## config.mk

```make
export PLATFORM = sky130hd
export DESIGN_NAME = ahb_matrix_input_stage
export DESIGN_NICKNAME = d
export VERILOG_FILES = /design/src/rtl/ahb_matrix_input_stage.sv
export SDC_FILE = /design/constraint.sdc
export NUM_CORES = 1
export LEC_CHECK = 0
export CAP_MARGIN = 20
export CORE_MARGIN = 5
export CORE_UTILIZATION = 30
export DETAILED_ROUTE_END_ITERATION = 6
export GPL_TIMING_DRIVEN = 0
export PLACE_DENSITY_LB_ADDON = 0.15
export SYNTH_ARGS = -nofsm -noshare
export SYNTH_HDL_FRONTEND = slang
export SYNTH_SLANG_ARGS = --single-unit
```

## constraint.sdc

```tcl
create_clock -name HCLK -period 2.1 [get_ports HCLK]
set_clock_uncertainty 0.1 [all_clocks]
set_input_delay 0.42 -clock HCLK [delete_from_list [all_inputs] [get_ports HCLK]]
set_output_delay 0.42 -clock HCLK [all_outputs]
set_load 0.01 [all_outputs]
```

## src/rtl/ahb_matrix_input_stage.sv

```systemverilog
// Master-side input stage of the sparse AHB bus matrix: decodes the master address,
// requests the targeted output arbiter, holds the address phase until granted, and routes responses back.
module ahb_matrix_input_stage #(
    parameter int unsigned         ADDR_W = 32,
    parameter logic [ADDR_W-1:0]   BASE0  = 'h0000_0000,
    parameter logic [ADDR_W-1:0]   MASK0  = 'hE000_0000,
    parameter logic [ADDR_W-1:0]   BASE1  = 'h2000_0000,
    parameter logic [ADDR_W-1:0]   MASK1  = 'hE000_0000
) (
    input  logic              HCLK,
    input  logic              HRESETn,
    input  logic              HSELS,
    input  logic [ADDR_W-1:0] HADDRS,
    input  logic [1:0]        HTRANSS,
    input  logic              HWRITES,
    input  logic [2:0]        HSIZES,
    input  logic [2:0]        HBURSTS,
    input  logic [3:0]        HPROTS,
    input  logic              HMASTLOCKS,
    input  logic              HREADYS,
    output logic              HREADYOUTS,
    output logic              HRESPS,
    input  logic              grant0,
    input  logic              grant1,
    input  logic              hready0,
    input  logic              hready1,
    input  logic              hreadyout0,
    input  logic              hreadyout1,
    input  logic              hresp0,
    input  logic              hresp1,
    output logic              req0,
    output logic              req1,
    output logic [ADDR_W-1:0] HADDRO,
    output logic [1:0]        HTRANSO,
    output logic              HWRITEO,
    output logic [2:0]        HSIZEO,
    output logic [2:0]        HBURSTO,
    output logic [3:0]        HPROTO,
    output logic              HMASTLOCKO
);

    typedef enum logic [1:0] {T_P0, T_P1, T_DEF} tgt_e;
    typedef enum logic [1:0] {D_NONE, D_P0, D_P1, D_DEF} dsel_e;
    typedef enum logic [1:0] {E_IDLE, E_ERR1, E_ERR2} err_e;

    logic              pend_q, pend_d;
    logic              tgt_q;
    dsel_e             dsel_q, dsel_d;
    err_e              err_q;
    logic              capture;
    logic [ADDR_W-1:0] haddr_q;
    logic [1:0]        htrans_q;
    logic              hwrite_q;
    logic [2:0]        hsize_q;
    logic [2:0]        hburst_q;
    logic [3:0]        hprot_q;
    logic              hmastlock_q;

    tgt_e dec;
    logic active;
    logic live_gnt;
    logic held_gnt;

    assign dec = ((HADDRS & MASK0) == BASE0) ? T_P0 :
                 ((HADDRS & MASK1) == BASE1) ? T_P1 : T_DEF;

    assign active   = HSELS & HREADYS & HTRANSS[1];
    assign live_gnt = (dec == T_P0) ? (grant0 & hready0) :
                      (dec == T_P1) ? (grant1 & hready1) : 1'b0;
    assign held_gnt = tgt_q ? (grant1 & hready1) : (grant0 & hready0);

    // NOTE: every signal written here gets a default first, so no latch is inferred.
    always_comb begin
        pend_d  = pend_q;
        dsel_d  = dsel_q;
        capture = 1'b0;
        if (pend_q) begin
            if (held_gnt) begin
                pend_d = 1'b0;
                dsel_d = tgt_q ? D_P1 : D_P0;
            end
        end else if (active) begin
            if (dec == T_DEF) begin
                dsel_d = D_DEF;
            end else if (live_gnt) begin
                dsel_d = (dec == T_P1) ? D_P1 : D_P0;
            end else begin
                // The previous data phase ended at this edge, so nothing is outstanding.
                pend_d  = 1'b1;
                dsel_d  = D_NONE;
                capture = 1'b1;
            end
        end else if (HREADYS) begin
            dsel_d = D_NONE;
        end
    end

    // NOTE: sequential state uses non-blocking assignments only.
    always_ff @(posedge HCLK or negedge HRESETn) begin
        if (!HRESETn) begin
            pend_q      <= 1'b0;
            dsel_q      <= D_NONE;
            err_q       <= E_IDLE;
            tgt_q       <= 1'b0;
            haddr_q     <= '0;
            htrans_q    <= 2'b00;
            hwrite_q    <= 1'b0;
            hsize_q     <= 3'b000;
            hburst_q    <= 3'b000;
            hprot_q     <= 4'b0000;
            hmastlock_q <= 1'b0;
        end else begin
            pend_q <= pend_d;
            dsel_q <= dsel_d;
            if (!pend_q && active && dec == T_DEF) begin
                err_q <= E_ERR1;
            end else begin
                case (err_q)
                    E_ERR1:  err_q <= E_ERR2;
                    default: err_q <= E_IDLE;
                endcase
            end
            if (capture) begin
                tgt_q       <= (dec == T_P1);
                haddr_q     <= HADDRS;
                htrans_q    <= HTRANSS;
                hwrite_q    <= HWRITES;
                hsize_q     <= HSIZES;
                hburst_q    <= HBURSTS;
                hprot_q     <= HPROTS;
                hmastlock_q <= HMASTLOCKS;
            end
        end
    end

    assign HADDRO     = pend_q ? haddr_q     : HADDRS;
    assign HTRANSO    = pend_q ? htrans_q    : (HSELS ? HTRANSS : 2'b00);
    assign HWRITEO    = pend_q ? hwrite_q    : HWRITES;
    assign HSIZEO     = pend_q ? hsize_q     : HSIZES;
    assign HBURSTO    = pend_q ? hburst_q    : HBURSTS;
    assign HPROTO     = pend_q ? hprot_q     : HPROTS;
    assign HMASTLOCKO = pend_q ? hmastlock_q : HMASTLOCKS;

    assign req0 = pend_q ? !tgt_q : (HSELS & HTRANSS[1] & (dec == T_P0));
    assign req1 = pend_q ?  tgt_q : (HSELS & HTRANSS[1] & (dec == T_P1));

    always_comb begin
        HREADYOUTS = 1'b1;
        HRESPS     = 1'b0;
        if (pend_q) begin
            HREADYOUTS = 1'b0;
        end else begin
            case (dsel_q)
                D_P0: begin
                    HREADYOUTS = hreadyout0;
                    HRESPS     = hresp0;
                end
                D_P1: begin
                    HREADYOUTS = hreadyout1;
                    HRESPS     = hresp1;
                end
                D_DEF: begin
                    HREADYOUTS = (err_q != E_ERR1);
                    HRESPS     = (err_q != E_IDLE);
                end
                default: begin
                    HREADYOUTS = 1'b1;
                    HRESPS     = 1'b0;
                end
            endcase
        end
    end

endmodule

```

# Yosys cells after proc, flatten, opt, wreduce, memory -nomap -nowiden
# Index checks and enable logic that the tools add are counted.
# word_totals
register_bits,52
inputBits,58
output_inout_bits,50
word_cells,71
# classes
n_eq_ne,9
mux,35
bitwise_logic,7
reduce_logical,9
# ops
cell,n
zero test 32 bit,1
2-to-1 mux 32 bit,1
2-to-1 mux 2 bit,14
2-to-1 mux 1 bit,15
bitwise AND 1 bit,7
"equality test 2 x 1 -> 1 bit, second input constant",3
"equality test 2 bit, second input constant",3
2-to-1 mux 3 bit,2
case mux 1 bit (3 select lines),2
2-to-1 mux 4 bit,1
"!= test 2 x 1 -> 1 bit, second input constant",2
"equality test 3 x 1 -> 1 bit, second input constant",1
nonzero test 3 bit,1
logical AND 1 bit,2
zero test 1 bit,2
zero test 2 bit,1
AND reduction 2 bit,1
nonzero test 2 bit,1

# Depth between registers and ports, before layout
# logic_depth
word_depth,10
depth_mapped,7

# Least setup slack after synthesis
# OpenSTA, ideal clock, no wires.
# synth_path
path_kind,flip-flop to flip-flop
startpoint,reg pend_q
endpoint,reg haddr_q[0]
setup_time_ns,0.125
arrival_ns,1.611
required_ns,1.875
slack_ns,0.264
path_stages_with_launch,8
path_buffers,3
synth_period_minus_slack_ns,1.836
cell_sequence,dfrtp_1 buf_6 nand4b_4 nand3b_4 a41o_1 buf_6 buf_6 mux2_4
# synth_between
elab_chain_len,1
# synth_lines
element,line_no,text
"start, declared",46,"logic pend_q, pend_d;"
"start signal, assigned",113,pend_q <= pend_d;
2-to-1 mux 1 bit,77,if (pend_q) begin
"end signal, assigned",105,haddr_q <= '0;
"end signal, assigned",125,haddr_q <= HADDRS;
"end, declared",51,logic [ADDR_W-1:0] haddr_q;
# Every way passes these cells.
# A chain may end at the register's enable or synchronous reset.

# Final worst setup path
# layout_path
startpoint,in HREADYS
endpoint,reg haddr_q[23]
# layout_between
elab_chain_len,4
# layout_lines
element,line_no,text
"start, declared",20,"input logic HREADYS,"
bitwise AND 1 bit (2 in series),67,assign active = HSELS & HREADYS & HTRANSS[1];
2-to-1 mux 1 bit,82,end else if (active) begin
2-to-1 mux 1 bit,77,
# Every way passes these cells.

==> flow_metrics.env <==
export IMPL_outcome="finished clean"
export IMPL_synth_simple_gate_area_share=0.06604
export IMPL_routed_wl_um=6748
export IMPL_cts_buffer_depth=2
export IMPL_endpoint_kind="flip-flop"
export IMPL_numPortBuffers=107
export IMPL_drv_slew=0
export IMPL_fillCellCount=877
export IMPL_synth_xor_area_frac=0
export IMPL_min_to="err_q[1]$_DFF_PN0_"
export IMPL_wire_per_inst_um=15.66
export IMPL_power_w=0.003083
export IMPL_place_ws_ps=-565.7
export IMPL_seqCellArea_um2=1304
export IMPL_die_width_um=106.7
export IMPL_tritoncts="done"
export IMPL_ir_drop_uv=272.7
export IMPL_yosys_area_top_type_share=0.4641
export IMPL_ant_nets=0
export IMPL_clkTransAtPathRegs_ps=100
export IMPL_cts_sinks=52
export IMPL_critPathLaunchType="input pin"
export IMPL_seq_area_frac_synth=0.4641
export IMPL_drive_above_1_share=0.5063
export IMPL_synth_warnings=0
export IMPL_synth_cells=197
export IMPL_synth_mux_area_frac=0.4016
export IMPL_first_iter_violations=44
export IMPL_grt_usage=0.1205
export IMPL_power_leakage_nw=1.968
export IMPL_grt_first_pass_wirelength_um=11030
export IMPL_finalCritPeriodShare=0.9779
export IMPL_synth_common_cells="dfrtp_1 (52), mux2_2 (52), mux2_4 (36)"
export IMPL_period_needed_ps=2054
export IMPL_met3_usage=0.03010
export IMPL_grt_pass1_vias=2181
export IMPL_synth_main_ff_cell="dfrtp_1"
export IMPL_min_from="err_q[1]$_DFF_PN0_"
export IMPL_htree_levels=2
export IMPL_insertion_delay_ps=310
export IMPL_fmax_mhz=487.0
export IMPL_min_path_type="reg -> reg"
export IMPL_drv_cap=0
export IMPL_initial_core_util=0.3049
export IMPL_ios=108
export IMPL_firstDrtPassIters=6
export IMPL_dp_hpwl_um=4916
export IMPL_syn_area_per_cell_um2=14.23
export IMPL_die_area_um2=11380
export IMPL_cp_data_required_time_ps=2190
export IMPL_rsz0062_at_grt="true"
export IMPL_vias=1994
export IMPL_synth_area_leaders="dfrtp_1 (46%), mux2_2 (21%), mux2_4 (19%), buf_6 (2.4%), nand2_1 (1.6%)"
export IMPL_rrSetupSlack_ps=150
export IMPL_yosysTopAreaCell="dfrtp_1"
export IMPL_multi_input_area_um2=1440
export IMPL_powerDensity_nw_per_um2=748.4
export IMPL_core_um2=9196
export IMPL_maxSlewHeadroom=0.6801
export IMPL_drcViolationCount=0
export IMPL_syn_num_nets=255
export IMPL_area_growth_syn_to_layout_pct=46.90
export IMPL_synthArstFlopShare=1.000
export IMPL_grt_max_degree=35
export IMPL_critical_path_arrival_ps=2150
export IMPL_reg2regPathDepth=6
export IMPL_fin_nets=377
export IMPL_yosysUniqueCellTypes=24
export IMPL_grt_use_met2=0.1938
export IMPL_finalSetupViolations=0
export IMPL_min_path_cells=1
export IMPL_ys_seq_elements=52
export IMPL_cts_buffers=5
export IMPL_critical_path_peak_fanout=10
export IMPL_n_antenna_cell=0
export IMPL_busiest_layer="met2"
export IMPL_synth_compound_area_frac=0.03748
export IMPL_synth_top_family_by_area="multiplexers"
export IMPL_die_y_um=106.7
export IMPL_worstSetupPathType="in -> reg"
export IMPL_detail_route_vias_per_cell=4.626
export IMPL_r2r_start="pend_q$_DFF_PN0_"
export IMPL_gp_congestion=0.7668
export IMPL_r2r_end="haddr_q[23]$_DFFE_PN0P_"
export IMPL_rows=35
export IMPL_synth_edff_count=0
export IMPL_clockRootBuffer="clkbuf_8"
export IMPL_hold_viol_final=0
export IMPL_antenna_found_initial=0
export IMPL_worst_pin_slew_ps=479.9
export IMPL_grt_use_met1=0.1614
export IMPL_grt_ovfl_total=0
export IMPL_synthAdderAreaFrac=0
export IMPL_fin_ws_ps=46.40
export IMPL_syn_area_um2=2804
-- where the power goes --
part / switching [W] / leakage (nW) / total, W / internal (W)
clock network: 0.000360 / 0.0548 / 0.000719 / 0.000360
logic: 0.000352 / 1.27 / 0.00101 / 0.000660
registers: 0.000127 / 0.641 / 0.00135 / 0.00122
total: 0.000839 / 1.97 / 0.00308 / 0.00224
-- cell type report --
cell class,instances,area share
Clock inverter,3,0.01124
Buffer,10,0.04405
Multi-Input combinational cell,134,0.3496
Clock buffer,5,0.01671
Timing Repair Buffer,116,0.2281
Sequential cell,52,0.3165
Tap cell,111,0.03372
-- cells in the final DEF (no fill, tap or decap), types with 5 or more instances in the layout --
cell type / count
o21ai_0: 5
buf_4: 6
buf_2: 41
clkdlybuf4s15_1: 5
buf_6: 6
clkdlybuf4s50_1: 51
clkbuf_8: 5
mux2_2: 52
clkbuf_16: 5
dfrtp_1: 50
nand2_1: 12
dlygate4sd2_1: 8
mux2_4: 36
-- state kept, by name, summed over array words and instances (netlist names) --
name and cells:
haddr_q 32, hburst_q 3, hprot_q 4, htrans_q 2, hsize_q 3, hwrite_q 1, err_q 2, pend_q 1
tgt_q 1, dsel_q 2, hmastlock_q 1
-- stage by stage --
stage / cell area, um2 / TNS [ps] / hold WS (ps) / util / instances
2_1_floorplan: 2804 / 0 / 24.41 / - / 197
3_3_place_gp: 4014 / -89750 / 335.3 / 0.4365 / 415
3_5_place_dp: 4029 / -25900 / 310.1 / 0.4381 / 416
4_1_cts: 4109 / -71.97 / 360.3 / 0.4468 / 432
5_1_grt: 4119 / -594.3 / 370.4 / 0.4479 / 431
6_report: 4119 / 0 / 364.7 / 0.4479 / 431
-- cell families after synthesis --
kind of cell	after synthesis
muxes	88
DFF	52
and+or+nand+nor	30
AOI/OAI and AO/OA	16
buffers and inverters	11
-- worst max path at each step --
stage	startpoint	slack [ps]	end	cells after the start
6_report	HREADYS	50	haddr_q[23]$_DFFE_PN0P_	7
5_1_grt	pend_q$_DFF_PN0_	-40	HADDRO[31]	4
4_1_cts	pend_q$_DFF_PN0_	-70	HADDRO[29]	5
3_5_place_dp	HADDRS[30]	-570	req1	5
3_3_place_gp	HRESETn	-1220	haddr_q[5]$_DFFE_PN0P_	1
2_1_floorplan	pend_q$_DFF_PN0_	260	haddr_q[0]$_DFFE_PN0P_	7
-- critical path, stage by stage --
cell and delay [ps]:
clkdlybuf4s50_1 530, nand4b_4 150, nand3b_4 200, a41o_1 220, buf_6 150, buf_6 170
mux2_4 300
-- what timing repair did --
item / CTS / global route
setup endpoints to repair: 54 / 62
hold buffers: 1 / 0
endpoints found under the hold margin: 18 / 0
pin swaps: 1 / 0
setup buffers: 7 / 0
gates resized for setup: 200 / 11
-- per-layer routing --
| layer | part of all wire | up-vias |
|---|---|---|
| met5 | 0 | - |
| met1 | 0.47 | 967 |
| met3 | 0.052 | 5 |
| met2 | 0.47 | 66 |
| li1 | - | 956 |
| met4 | 0.010 | 0 |
Note: power is estimated with default switching activity, not from simulation.
